`src/rtl/mem_responder.sv`:
```
// rtl/mem_responder.sv - single-beat read/write memory responder with init sweep and stuck-at fault injection
module mem_responder #(
    parameter int data_width = 4,
    parameter int ad_width   = 4,
    parameter int bit_w      = 2
) (
    input  logic                  clk,
    input  logic                  rst,
    input  logic                  req_valid,
    output logic                  req_ready,
    input  logic                  req_wr,
    input  logic [ad_width-1:0]   req_addr,
    input  logic [data_width-1:0] req_wdata,
    output logic                  rsp_valid,
    input  logic                  rsp_ready,
    output logic [data_width-1:0] rsp_rdata,
    output logic                  init_done,
    input  logic                  flt_en,
    input  logic [ad_width-1:0]   flt_addr,
    input  logic [bit_w-1:0]      flt_bit,
    input  logic                  flt_val
);

    localparam int depth = 2 ** ad_width;

    typedef enum logic {
        INIT  = 1'b0,
        SERVE = 1'b1
    } state_t;

    state_t                state;
    state_t                state_next;
    logic [ad_width-1:0]   sweep_cnt;
    logic [data_width-1:0] mem [depth];
    logic                  accept;
    logic                  wr_accept;
    logic                  rd_accept;
    logic [data_width-1:0] rd_word;

    assign accept    = req_valid && req_ready;
    assign wr_accept = accept && req_wr;
    assign rd_accept = accept && !req_wr;

    // State register: every reset restarts the clearing sweep
    always_ff @(posedge clk or posedge rst) begin
        if (rst) begin
            state <= INIT;
        end else begin
            state <= state_next;
        end
    end

    // Next state: leave INIT once the last address has been cleared
    always_comb begin
        state_next = state;
        if (state == INIT && sweep_cnt == {ad_width{1'b1}}) begin
            state_next = SERVE;
        end
    end

    // Outputs: requests are refused during the sweep and while a response is stalled
    always_comb begin
        init_done = 1'b0;
        req_ready = 1'b0;
        if (state == SERVE) begin
            init_done = 1'b1;
            req_ready = !rsp_valid || rsp_ready;
        end
    end

    // Sweep counter walks every address once, wrapping back to 0 at the end
    always_ff @(posedge clk or posedge rst) begin
        if (rst) begin
            sweep_cnt <= '0;
        end else if (state == INIT) begin
            sweep_cnt <= sweep_cnt + 1'b1;
        end
    end

    // Storage: cleared by the sweep, otherwise written by accepted writes (never faulted)
    always_ff @(posedge clk) begin
        if (state == INIT) begin
            mem[sweep_cnt] <= '0;
        end else if (wr_accept) begin
            mem[req_addr] <= req_wdata;
        end
    end

    // Read word with the stuck-at bit forced; an index beyond the word touches nothing
    always_comb begin
        rd_word = mem[req_addr];
        for (int i = 0; i < data_width; i++) begin
            if (flt_en && flt_addr == req_addr && int'(flt_bit) == i) begin
                rd_word[i] = flt_val;
            end
        end
    end

    // Response channel: load on read accept, drop when consumed, otherwise hold
    always_ff @(posedge clk or posedge rst) begin
        if (rst) begin
            rsp_valid <= 1'b0;
            rsp_rdata <= '0;
        end else if (rd_accept) begin
            rsp_valid <= 1'b1;
            rsp_rdata <= rd_word;
        end else if (rsp_ready) begin
            rsp_valid <= 1'b0;
        end
    end

endmodule

```
`config.mk`:
```
export PLATFORM = sky130hd
export DESIGN_NAME = mem_responder
export DESIGN_NICKNAME = d
export VERILOG_FILES = /design/src/rtl/mem_responder.sv
export SDC_FILE = /design/constraint.sdc
export NUM_CORES = 1
export LEC_CHECK = 0
export BUFFER_PORTS_ARGS = -buffer_cell sky130_fd_sc_hd__clkbuf_2
export CORE_MARGIN = 1.5
export CORE_UTILIZATION = 35
export DETAILED_ROUTE_END_ITERATION = 12
export HOLD_SLACK_MARGIN = 0.03
export MAX_ROUTING_LAYER = met4
export PLACE_DENSITY = 0.63
export SLEW_MARGIN = 20
export SYNTH_ARGS = -nofsm -noshare
export SYNTH_HDL_FRONTEND = slang
export SYNTH_SLANG_ARGS = --single-unit
```
`constraint.sdc`:
```
create_clock -name clk -period 3.17 [get_ports clk]
set_clock_uncertainty 0.15 [all_clocks]
set_input_delay 0.1585 -clock clk [delete_from_list [all_inputs] [get_ports clk]]
set_output_delay 0.1585 -clock clk [all_outputs]
set_load 0.03 [all_outputs]
```
==> run metrics <==
Crit Path Max Fanout=12; Iteration-0 DRC Markers=109; DIE WIDTH=98.6 um; Crit Path Class=flip-flop to flip-flop; Routed WL=6.11 mm; startpoint class of the critical path=flip-flop; Routed Antenna Nets=0; post-synthesis sequential area ratio=0.680; post-route cell area=0.00368 mm2; Die Footprint=0.00971 mm2; met3 routed wirelength=343 um; Slew @ Worst Pin=685 ps; CP cell instances=nand3_1, or2_1, nor3_1, a211oi_1, dlygate4sd3_1; count of cell types in the netlist=29; Final Hold Viols=0; drt drc=0; slew margin rel.=0.543; instance area at placement=0.00341 mm2; Gate power share=0.083; final period utilization=0.737; clock buffer depth=2; Tmin final=2330 ps; Mapped Nets=220; Initial DRT Pass Iterations=4; HPWL Detailed=4.32 mm; Initial Util=0.365; metal2 WL=2.81 mm; PortBufs=27; nature of the critical path endpoint=flip-flop; DR vias/cell=5.19; cells after synthesis=198; DP Worst Slack=816 ps; initial antenna violation count=0; fin. max-slew vios=0; Sw Ratio=0.243; area delta synth->final=15.0%; clock buffer count from CTS=9; Max H-tree Level=3; largest net degree at the start of global routing=22; CTS resizes=0; # IOs=28; Leak=0.00123 uW; total power=2000 uW; final setup fails=0; final worst slack=835 ps; DR vias=1797; reported net switching power=487 uW; CTS tree=built; # Max-Cap Violations=0; core area=0.00876 mm2; fmax=428 MHz; Layout Nets=255; root buf cell=clkbuf_8; met1 WL=2.84 mm; outcome=finished, final reports clean; Hold WC Path Type=input port to flip-flop; layout cells sized above 1=0.256; Final Util=0.419; per-cell routed wire length=17.7 um; All-Layer GR Usage=0.141; clk sinks=74; Slowest cell on crit path=dlygate4sd3_1; unrepaired setup endpoints after global routing=no; Max VDD drop=0.197 mV; Rows=34; clock power share=0.378; Power Density=544 mW/mm2; fillers=777; Worst-Skew Late Latency=350 ps; Clock transition at path regs=80 ps; synthesized area=0.00320 mm2; Crit path required time=3260 ps; Antenna Cells=0; grt ovf=0; Worst path max stage delay=570 ps; Reg power frac=0.539; top sig layer=met4; Yosys warnings=0; first-pass GRT wire length=9.94 mm; FF+latch count, synth=74; Synth Area per Inst=16.1 um2; routability congestion estimate=0.783; setup TNS=0 ps; vias in the first global route=1898; Cell Int Power=1510 uW; CP arrival=2420 ps; Die H=98.6 um
-- cell families (layout without fill, tap and decap cells) --
family,after synthesis,count (layout),share of synthesized area
AOI/OAI and AO/OA,13,13,0.0305
muxes,29,29,0.154
xor gates and xnor gates,7,7,0.0192
buffers and inverters,14,54,0.0231
and+or+nand+nor,60,60,0.0897
DFF,74,74,0.680
adders and majority gates,1,1,0.00391
-- final cells by class --
| class | count | area [um2] | share of cell area |
|---|---|---|---|
| multi-input combinational | 110 | 950 | 0.258 |
| clock inverter | 7 | 81.3 | 0.0221 |
| timing repair buffer | 33 | 195 | 0.0531 |
| inverter | 5 | 18.8 | 0.00511 |
| clock buffer | 9 | 124 | 0.0337 |
| sequential | 74 | 2170 | 0.591 |
| tap | 108 | 135 | 0.0368 |
-- synth_stat cells, drive strengths merged --
library cell,n,area share
or2,1,0.0020
nor3b,2,0.0047
mux2i,12,0.038
nor4,1,0.0020
a22oi,1,0.0024
nand2,3,0.0035
and2,5,0.0098
nand3,5,0.0078
ha,1,0.0039
dfrtp,10,0.078
a32oi,1,0.0027
xnor2,7,0.019
nand4,1,0.0020
clkbuf,2,0.0024
nand2b,2,0.0039
mux2,1,0.0035
a211oi,5,0.012
edfxtp,64,0.60
a31o,1,0.0027
buf,7,0.015
nor2,26,0.031
inv,5,0.0059
o32a,1,0.0031
nor2b,1,0.0020
nor3,12,0.019
a31oi,4,0.0078
mux4,16,0.11
and4,1,0.0027
-- sequential cells by signal, indices dropped and copies added, names as in the netlist --
name / cells
mem: 64
rsp_rdata: 4
sweep_cnt: 4
rsp_valid: 1
state: 1
-- worst paths after layout --
check	startpoint	to	slack [ps]	cells past startpoint
min in group asynchronous	rst	rsp_rdata[3]$_DFFE_PP0P_	160	3
max in group asynchronous	rst	sweep_cnt[3]$_DFFE_PP0N_	2430	3
max	state$_DFFE_PP0P_	rsp_rdata[1]$_DFFE_PP0P_	840	5
max reg2reg	state$_DFFE_PP0P_	rsp_rdata[1]$_DFFE_PP0P_	840	5
min	flt_en	rsp_rdata[0]$_DFFE_PP0P_	100	4
min reg2reg	rsp_rdata[0]$_DFFE_PP0P_	rsp_rdata[0]$_DFFE_PP0P_	430	2
-- cells in the final DEF, fill, tap and decap left out, types with 2 or more instances in the layout --
master         Yosys  routed
edfxtp_1          64      64
clkbuf_2           0      27
nor2_1            26      26
mux4_2            16      16
nor3_1            12      12
mux2i_1           12      12
dfrtp_1           10      10
clkbuf_8           0       9
xnor2_1            7       7
dlygate4sd3_1      0       6
nand3_1            5       5
inv_1              5       5
a211oi_1           5       5
and2_1             5       5
a31oi_1            4       4
inv_6              0       4
nand2_1            3       3
nand2b_1           2       2
nor3b_1            2       2
-- routing by layer --
layer / global-route usage / up-vias
met5: - / -
met4: 0.0704 / 0
met3: 0.0340 / 9
met2: 0.211 / 65
met1: 0.182 / 885
li1: - / 838
-- repair_timing --
item	in CTS	in global routing
hold buffers	6	0
setup buffers	0	0
endpoints found under the hold margin	14	0
-- power by group through the flow --
stage	clock [uW]	sequential, uW	combinational (uW)
detailed placement	0	1100	160
global placement	0	1100	160
floorplan	0	1120	91.7
finish	755	1080	166
global route	800	1080	184
CTS	768	1080	169
-- per-stage QoR --
| stage | std cells | hold WS (ps) |
|---|---|---|
| floorplan | 198 | -151 |
| global placement | 324 | -10.7 |
| detailed placement | 324 | -3.97 |
| CTS | 346 | 80.6 |
| global route | 346 | 122 |
| finish | 346 | 96.8 |
-- worst max-delay path: cells and delay by family (launching register included) --
kind	cells	cell delay (ps)
AOI/OAI and AO/OA	1	120
DFF	1	560
and+or+nand+nor	3	820
buffers and inverters	1	570
No activity file was read; power rests on OpenSTA's default activity.
